--- config.mk ---
export PLATFORM = sky130hd
export DESIGN_NAME = leaf_user_port_fifo
export DESIGN_NICKNAME = d
export VERILOG_FILES = /design/src/rtl/leaf_pkg.sv /design/src/rtl/leaf_fifo_ram.sv /design/src/rtl/leaf_user_port_fifo.sv
export SDC_FILE = /design/constraint.sdc
export NUM_CORES = 1
export LEC_CHECK = 0
export CAP_MARGIN = 20
export CELL_PAD_IN_SITES_DETAIL_PLACEMENT = 1
export CELL_PAD_IN_SITES_GLOBAL_PLACEMENT = 1
export CORE_ASPECT_RATIO = 0.7
export CORE_UTILIZATION = 30
export CTS_CLUSTER_DIAMETER = 200
export DETAILED_ROUTE_END_ITERATION = 10
export PLACE_DENSITY = 0.47
export RECOVER_POWER = 50
export SYNTH_ARGS = -nofsm -noshare
export SYNTH_HDL_FRONTEND = slang
export SYNTH_SLANG_ARGS = --single-unit
--- constraint.sdc ---
create_clock -name clk_user -period 6.1 [get_ports clk_user]
set_input_delay 1.22 -clock clk_user [delete_from_list [all_inputs] [get_ports clk_user]]
set_output_delay 1.22 -clock clk_user [all_outputs]
set_load 0.02 [all_outputs]
--- src/rtl/leaf_pkg.sv ---
// Shared definitions for the leaf-interface user-port FIFO.
// Holds the default payload width and the valid/ack transfer helper.
package leaf_pkg;

    localparam int LEAF_PAYLOAD_BITS = 32;

    // A word moves on a port only when both valid and ack are high.
    function automatic logic hs_xfer(input logic vld, input logic ack);
        return vld && ack;
    endfunction

endpackage

--- src/rtl/leaf_fifo_ram.sv ---
// Storage array for the user-port FIFO: one synchronous write port,
// one asynchronous read port (maps to distributed/LUT RAM).
// Ports: clk, wr_en, wr_addr, wr_data (write side); rd_addr, rd_data (read side).
module leaf_fifo_ram #(
    parameter int PAYLOAD_BITS = 32,
    parameter int DEPTH_BITS   = 4
) (
    input  logic                    clk,
    input  logic                    wr_en,
    input  logic [DEPTH_BITS-1:0]   wr_addr,
    input  logic [PAYLOAD_BITS-1:0] wr_data,
    input  logic [DEPTH_BITS-1:0]   rd_addr,
    output logic [PAYLOAD_BITS-1:0] rd_data
);

    logic [PAYLOAD_BITS-1:0] mem [1<<DEPTH_BITS];

    always_ff @(posedge clk) begin
        if (wr_en) begin
            mem[wr_addr] <= wr_data;
        end
    end

    assign rd_data = mem[rd_addr];

endmodule

--- src/rtl/leaf_user_port_fifo.sv ---
// Elastic buffer between a leaf-interface output port and the HLS operator
// input it feeds; absorbs operator stalls so the leaf interface keeps draining.
// Ports: clk_user, reset (sync, active-high); din/din_vld/din_ack (leaf side);
// dout/dout_vld/dout_ack (operator side); count, almost_full (status).
// Build option LEAF_USER_PORT_FIFO_STATS_EN adds stall_cycles and xfer_count.
module leaf_user_port_fifo
    import leaf_pkg::*;
#(
    parameter int PAYLOAD_BITS       = LEAF_PAYLOAD_BITS,
    parameter int DEPTH_BITS         = 4,
    parameter int ALMOST_FULL_MARGIN = 2
) (
    input  logic                    clk_user,
    input  logic                    reset,
    input  logic [PAYLOAD_BITS-1:0] din,
    input  logic                    din_vld,
    output logic                    din_ack,
    output logic [PAYLOAD_BITS-1:0] dout,
    output logic                    dout_vld,
    input  logic                    dout_ack,
    output logic [DEPTH_BITS:0]     count,
    output logic                    almost_full
`ifdef LEAF_USER_PORT_FIFO_STATS_EN
    ,
    output logic [31:0]             stall_cycles,
    output logic [31:0]             xfer_count
`endif
);

    localparam int DEPTH = 1 << DEPTH_BITS;
    localparam logic [DEPTH_BITS:0] DEPTH_W  = (DEPTH_BITS+1)'(DEPTH);
    localparam logic [DEPTH_BITS:0] MARGIN_W = (DEPTH_BITS+1)'(ALMOST_FULL_MARGIN);

    // Extra MSB is the wrap bit: it separates full from empty.
    logic [DEPTH_BITS:0]     wr_ptr;
    logic [DEPTH_BITS:0]     rd_ptr;
    logic [DEPTH_BITS:0]     used;
    logic                    empty;
    logic                    full;
    logic                    wr_en;
    logic                    rd_en;
    logic [PAYLOAD_BITS-1:0] rd_data;

    assign used  = wr_ptr - rd_ptr;
    assign empty = (wr_ptr == rd_ptr);
    assign full  = (wr_ptr[DEPTH_BITS-1:0] == rd_ptr[DEPTH_BITS-1:0])
                && (wr_ptr[DEPTH_BITS] != rd_ptr[DEPTH_BITS]);

    // Status outputs come from registered state only; reset forces them
    // quiet so nothing stale or uninitialised reaches either side.
    assign din_ack     = !full && !reset;
    assign dout_vld    = !empty && !reset;
    assign dout        = dout_vld ? rd_data : '0;
    assign count       = reset ? '0 : used;
    assign almost_full = !reset && ((DEPTH_W - used) <= MARGIN_W);

    assign wr_en = hs_xfer(din_vld, din_ack);
    assign rd_en = hs_xfer(dout_vld, dout_ack);

    always_ff @(posedge clk_user) begin
        if (reset) begin
            wr_ptr <= '0;
            rd_ptr <= '0;
        end else begin
            if (wr_en) begin
                wr_ptr <= wr_ptr + 1'b1;
            end
            if (rd_en) begin
                rd_ptr <= rd_ptr + 1'b1;
            end
        end
    end

    leaf_fifo_ram #(
        .PAYLOAD_BITS (PAYLOAD_BITS),
        .DEPTH_BITS   (DEPTH_BITS)
    ) u_ram (
        .clk     (clk_user),
        .wr_en   (wr_en),
        .wr_addr (wr_ptr[DEPTH_BITS-1:0]),
        .wr_data (din),
        .rd_addr (rd_ptr[DEPTH_BITS-1:0]),
        .rd_data (rd_data)
    );

`ifdef LEAF_USER_PORT_FIFO_STATS_EN
    logic stall_en;

    assign stall_en = dout_vld && !dout_ack;

    // Both counters stick at all-ones rather than wrapping.
    always_ff @(posedge clk_user) begin
        if (reset) begin
            stall_cycles <= '0;
            xfer_count   <= '0;
        end else begin
            if (stall_en && (stall_cycles != '1)) begin
                stall_cycles <= stall_cycles + 32'd1;
            end
            if (rd_en && (xfer_count != '1)) begin
                xfer_count <= xfer_count + 32'd1;
            end
        end
    end
`endif

endmodule

Yosys cells after proc, flatten, opt, wreduce, memory -nomap -nowiden:

Memories as Yosys holds them, arrays and structs flattened. A register that Yosys moved wholly into a read port is not among the register bits.
Index checks and enable logic that the tools add are counted.

* add/subtract/negate cells: 4
* order comparisons: 1
* equality and inequality tests: 3
* muxes and demuxes: 6
* reductions and logical operators: 9

Operator list (number)
* 32-bit 2-to-1 mux: 1
* 5-bit by 1-bit adder with 5-bit output, second input constant: 2
* 4-bit 2-to-1 mux: 2
* 1-bit logical AND: 6
* 5-bit == test: 1
* 5-bit by 2-bit <= comparator with 1-bit output, second input constant: 1
* 5-bit 2-to-1 mux: 1
* 5-bit subtractor: 1
* 5-bit subtractor, first input constant: 1
* 4-bit == test: 1
* 1-bit zero test: 3
* 1-bit 2-to-1 mux: 2
* 1-bit != test: 1

* bits in registers: 10
* memory bits (writable): 512
* memories kept: 1

Memory list
* u_ram.mem: words 16, width 32, rd ports 1, clocked after Yosys merged registers in 1, wr ports 1, line leaf_fifo_ram.sv:16 `logic [PAYLOAD_BITS-1:0] mem [1<<DEPTH_BITS];`

Depth between registers and ports, before layout:

Gate-level depths: netlist of the first run.

* depth after elaboration: 7
* gate-level depth with buffers: 9

Cells and area by module:

Synthesis of the first run repeated with hierarchy kept, for this count alone.

* cell total of the unflattened synthesis: 930
* area, all modules: 20145.6 um^2

By module, submodules not included
* leaf_fifo_ram: instances 1, cells each 806, area each 19213.4 um^2, seq. area each 15374.7 um^2
* leaf_user_port_fifo: instances 1, cells each 124, area each 932.1 um^2, seq. area each 200.2 um^2

Worst setup path before layout of the first run:

Ideal clock, no wire load.

* path type: input port to flip-flop
* start: in reset
* end: mem u_ram.mem[3][0] (enable)
* data arrival time: 4.098 ns
* slack: 1.541 ns
* stages: 3
* path buffers: 1
* cell sequence: clkbuf_1 a2111o_1 nor3_1

* longest elaborated chain between the ends: 5

RTL lines
* start: declaration: line leaf_user_port_fifo.sv:14 `input logic reset,`
* 1-bit zero test: line leaf_user_port_fifo.sv:51 `assign din_ack = !full && !reset;`
* 1-bit logical AND: line leaf_user_port_fifo.sv:51
* 1-bit logical AND: line leaf_pkg.sv:9 `return vld && ack;`
* 1-bit 2-to-1 mux: line leaf_fifo_ram.sv:19 `if (wr_en) begin`
* 1-bit 2-to-1 mux (implied by the code): line leaf_fifo_ram.sv:20 `mem[wr_addr] <= wr_data;`
* end: declaration: line leaf_fifo_ram.sv:16

Every way passes these cells.

==> flow_summary.ini, run 1 <==
[job]
maxCapViolCount = 0

[timing]
tightest_slew_ns = 1.188
fin_worst_skew_ns = 0.02067
finalCriticalPeriod_ns = 4.960
finalSetupTns_ns = 0
fin_crit_sh_pct = 81.32
relSlewSlack_pct = 20.53
timing.fmax_mhz = 201.6
slew_viol_final = 0
rsz0062_at_grt = false
finalHoldViolCount = 0
setup_ws_ns = 1.140
finalSetupViolations = 0

[place]
dp_hpwl_um = 28550
gp_congestion = 0.6762
dp_slack_ns = 1.418
portBuffers = 75
dpl_cell_area_um2 = 22550

[critical_path]
endpoint = dout[1]
worst_path_most_repeated_cell = a211oi_1
critPathTopFamily = buffers and inverters
cp_num_buf_inv = 2
cp.depth = 6
path_cells = buf_4, mux4_2, nor2b_1, a211oi_1, a211oi_1, clkdlybuf4s50_1
worstPathMaxFanout = 30
cp-end-kind = output port
r2r_start = wr_ptr[0]$_SDFFE_PP0P_
worst_path_largest_cell_delay_ns = 0.79
critical_path_required_ns = 4.88
rr_worst_depth = 7
r2r-end = u_ram.mem[13][3]$_DFFE_PP_
cp_slowest_cell = dfxtp_4
rrSetupSlack_ns = 2.01
arrival_ns = 3.74
critical_path_class = reg2out
startpoint_type = flop

[die]
die_w_um = 314.8
initial_core_util_pct = 30.61
die_h_um = 220.9
io_pins = 76
rows = 79
die_area_um2 = 69550
core_region_area_um2 = 67120

[global_routing]
grt-ovfl-total = 0
use_met3_pct = 2.662
grt-busiest-layer = met2
grt_pass1_wl_um = 75600
grt_antenna_before_repair = 6
use_met1_pct = 22.27
met2_usage_pct = 23.18
grt_pass1_vias = 10370
gr-usage-all-layers_pct = 15.08
grt_max_degree = 51

[pwr]
powerDensity_nw_per_um2 = 314.7
power.total_mw = 7.592
ir_drop_v = 0.0002014
power.leakage_nw = 7.146

[route]
via_per_inst = 4.818
drcViolationCount = 12
drt_pass1_iterations = 8
ant_nets = 0
drtIter0Drc = 669
post_drt_wl_per_cell_um = 26.11
drt-total-wl_um = 51890
vias = 9574

[cts]
cts_setup_buffers = 0
cts_tree = built
cts_buffers = 53
cts_root_buf = clkbuf_16
clock-sinks = 526
clk_latency_ns = 0.62
cts_resized = 0
h-tree-depth = 2
cts.path.max_buffers = 3
cts-hold-fix-buffers = 0
clk_pin_slew_ns = 0.06

[yosys]
postSynthCellCount = 937
synth_ff_type = edfxtp_1
synth.yosys.seq_area_share_pct = 76.20
synth_edf_count = 512
yosysUniqueCellTypes = 39
yosysWarnings = 0
syn_nets = 985
synth.avg_cell_area_um2 = 21.92
synth_seq_cells = 526
syn_area_um2 = 20540
synthArstFlopShare_pct = 0

[run_status]
violations = DRC
status = finished, violations left

[worst_hold_path]
hold_path_class = reg2reg

[cells_and_area]
fin_area_um2 = 24120
drive_above_1_share_pct = 23.11
nNetsFinal = 1104
syn2layout_area_growth_pct = 17.43
==> cell usage after synthesis, types with 6 or more instances <==
library cell  number  area, um2
inv_1             10      37.54
buf_2             13      65.06
a21oi_1            7      35.03
xnor2_1            6      52.55
dfxtp_1           14      280.3
a211oi_1          62      465.5
nor2_1            27      101.4
edfxtp_1         512      15370
nand2_1            8      30.03
mux4_2           128       2883
buf_4              6      45.04
clkbuf_1          21      78.83
nor2b_1           33      206.5
ha_1              11      137.6
mux2i_1           32      320.3
==> layer usage <==
metal  routed length (um)  vias to the layer above
met5                   21                        -
met4                  825                        4
met2                23680                      186
li1                     -                     4173
met1                25130                     5146
met3                 2225                       65
==> power by group <==
part           internal [mW]  switching, mW
registers               3.99         0.0253
logic                  0.235          0.275
clock network           1.69           1.38
total                   5.91           1.68
==> registers in the layout, summed over array words and instances, names as in the netlist, named ones only <==
register and count:
u_ram.mem 512, rd_ptr 5, wr_ptr 5
==> cells by family (layout without fill, tap and decap cells) <==
family	count (synthesis)	after routing	share of synthesized area, %
compound gates	79	79	2.844
xor+xnor	11	11	0.4690
fa+ha+maj	12	12	0.7674
buf+inv	63	221	1.937
flops	526	526	76.20
mux	161	161	15.65
other cells	0	1	0
simple gates	85	85	2.132
==> worst min-delay path: cells and delay by family, from the launching register on <==
kind	cells	cell delay [ns]
compound gates	2	0.16
flops	1	0.33
==> stage by stage <==
stage | hold WS [ns] | utilization [%] | std cells
after global routing | 0.5843 | 35.94 | 1987
after global placement | 0.5127 | 33.59 | 1892
final | 0.5325 | 35.94 | 1987
after CTS | 0.5445 | 35.99 | 1986
after detailed placement | 0.5298 | 33.59 | 1892
after floorplan | 0.4900 | - | 937
==> cells in the final DEF (no fill, tap or decap), drive strengths merged, types with 2 or more instances in the layout <==
cell type,n
nor3,5
mux2i,32
a211oi,63
a21oi,7
dlygate4sd3,32
clkbuf,68
o31ai,2
nand3,2
xor2,5
clkinv,23
xnor2,6
dfxtp,14
nand2b,3
nand4,2
nor2b,33
nor2,28
ha,11
edfxtp,512
o21ai,2
or3,2
mux4,128
clkdlybuf4s50,43
buf,40
inv,12
bufinv,2
nand2,9
==> area by class of cell <==
class                      count  area [um2]
multi-input combinational    348        4573
sequential                   526       15670
clock buffer                  67        1379
timing repair buffer         116        1117
clock inverter                27       226.5
antenna                        1       2.502
inverter                      11       41.29
fill                        6483       42990
tap                          891        1115
==> worst min path at each step <==
stage	slack (ns)	end	from	cells past startpoint
finish	0.53	flop	rd_ptr[3]$_SDFFE_PP0P_	2
global placement	0.51	flop	rd_ptr[3]$_SDFFE_PP0P_	2
detailed placement	0.53	flop	rd_ptr[3]$_SDFFE_PP0P_	2
CTS	0.54	flop	rd_ptr[3]$_SDFFE_PP0P_	2
floorplan	0.49	flop	rd_ptr[3]$_SDFFE_PP0P_	2
global route	0.58	flop	rd_ptr[3]$_SDFFE_PP0P_	2
Power figures use the tool's default switching activity.
==> inputs of run 2 (changes only) <==
Clock period 6.1 ns to 4.81 ns, I/O delays scaled along.
==> run 2 against run 1 <==
  * The flow still finishes with violations (DRC)
  * Wire length is 4.0% lower
  * Critical path depth stayed put
  * Core utilization about the same
==> flow_summary.ini, run 2 (synthesis results as in run 1) <==
[cells_and_area]
fillCellCount = 6485
nNetsFinal = 1102
final_cell_mix = 512 x edfxtp_1, 128 x mux4_2, 63 x a211oi_1
syn2layout_area_growth_pct = 17.38
largest_registers = u_ram.mem x512, rd_ptr x5, wr_ptr x5
max_flop_register = u_ram.mem
drive_above_1_share_pct = 22.97
largest_reg_flops = 512
final_common_cell = edfxtp_1

[global_routing]
grt_antenna_before_repair = 3
grt_pass1_vias = 10390
grt-ovfl-total = 0
grt_pass1_wl_um = 73370
grt_max_degree = 39
gr-usage-all-layers_pct = 14.50

[route]
drt_pass1_iterations = 8
vias = 9553
drcViolationCount = 12
drtIter0Drc = 652
post_drt_wl_per_cell_um = 25.04
ant_nets = 0
drt-total-wl_um = 49800
via_per_inst = 4.803

[cts]
cts.path.max_buffers = 3
cts_setup_buffers = 0
cts_tree = built
cts-hold-fix-buffers = 0
h-tree-depth = 2
cts_resized = 0
clk_pin_slew_ns = 0.06
clk_latency_ns = 0.60
clock-sinks = 526
cts_root_buf = clkbuf_16
cts_buffers = 52

[place]
dp_hpwl_um = 27010
portBuffers = 75
gp_congestion = 0.6952

[die]
initial_core_util_pct = 30.61
io_pins = 76
die_area_um2 = 69550
core_region_area_um2 = 67120
die_h_um = 220.9
die_w_um = 314.8
rows = 79

[timing]
rsz0062_at_grt = false
hold_ws_ns = 0.5288
finalHoldViolCount = 0
slew_viol_final = 0
finalSetupViolations = 0
relSlewSlack_pct = 17.80
timing.fmax_mhz = 228.3
fin_worst_skew_ns = 0.01706
finalCriticalPeriod_ns = 4.380
finalSetupTns_ns = 0
fin_crit_sh_pct = 91.07
tightest_slew_ns = 1.228

[pwr]
p_int_mw = 7.439
clkPwrFrac_pct = 39.7
powerDensity_nw_per_um2 = 395.0
power.leakage_nw = 7.135
power_frac_comb_pct = 7.0
switching_share_pct = 21.91
ir_drop_v = 0.0002306
p_sw_mw = 2.087
seq_power_share_pct = 53.3

[critical_path]
arrival_ns = 3.42
critical_path_required_ns = 3.85
startpoint_type = flop
cp-end-kind = output port
rrSetupSlack_ns = 1.04
r2r_start = wr_ptr[2]$_SDFFE_PP0P_
critical_path_class = reg2out
worstPathMaxFanout = 12
rr_worst_depth = 6

[worst_hold_path]
min_path_cells = 2
hold_path_class = reg2reg
holdCritStartpoint = rd_ptr[4]$_SDFFE_PP0P_

[run_status]
violations = DRC
status = finished, violations left

[job]
maxCapViolCount = 0
## run 2: cell types whose count changed in the layout (fill, tap and decap cells not counted), sizes merged
cell,previous run,this run
bufinv,2,1
clkbuf,68,69
inv,12,13
clkinv,23,22
clkinvlp,1,3
## run 2: layout make-up
class	instances	area, um2	share of cell area, %
flip-flops and latches	526	15670	64.98
repair buffers	115	1164	4.825
clock buffers	69	1386	5.749
multi-input cells	348	4576	18.97
diodes	1	2.502	0.01038
inverters	11	41.29	0.1712
clock inverters	28	160.2	0.6641
well taps	891	1115	4.623
## run 2: metal layers
metal	GRT usage, %	up-vias	share of wire [%]
met2	22.61	158	46
met1	21.28	5180	49
met3	2.306	51	3.4
met4	3.241	0	1.3
met5	0	-	0
li1	-	4164	-
## run 2: metrics by stage
stage	worst slack, ns	utilization [%]	instances	power [mW]	cell area [um2]
CTS	0.05757	35.96	1988	9.689	24140
global placement	0.6021	33.66	1891	5.858	22590
finish	0.4297	35.93	1989	9.526	24110
detailed placement	0.5514	33.66	1891	5.864	22590
global route	0.2724	35.93	1989	9.870	24110
floorplan	0.5093	-	937	5.595	20540
## run 2: path summary, 6_finish.rpt
kind	endpoint
min reg2reg	rd_ptr[4]$_SDFFE_PP0P_
min	rd_ptr[4]$_SDFFE_PP0P_
max reg2reg	u_ram.mem[4][21]$_DFFE_PP_
max	dout[22]
## run 2: worst max-delay path, cell delays in order (launching register included)
cell             delay (ns)
dfxtp_4                0.48
buf_4                  0.32
mux4_2                 0.53
nor2b_1                0.16
a211oi_1               0.64
a211oi_1               0.11
clkdlybuf4s50_1        0.58
## run 2: power groups by stage
stage	logic, mW	clock network, mW	registers [mW]
floorplan	0.427	0	5.17
global placement	0.683	0	5.18
detailed placement	0.687	0	5.18
CTS	0.690	3.92	5.08
global route	0.726	4.07	5.08
finish	0.663	3.79	5.08
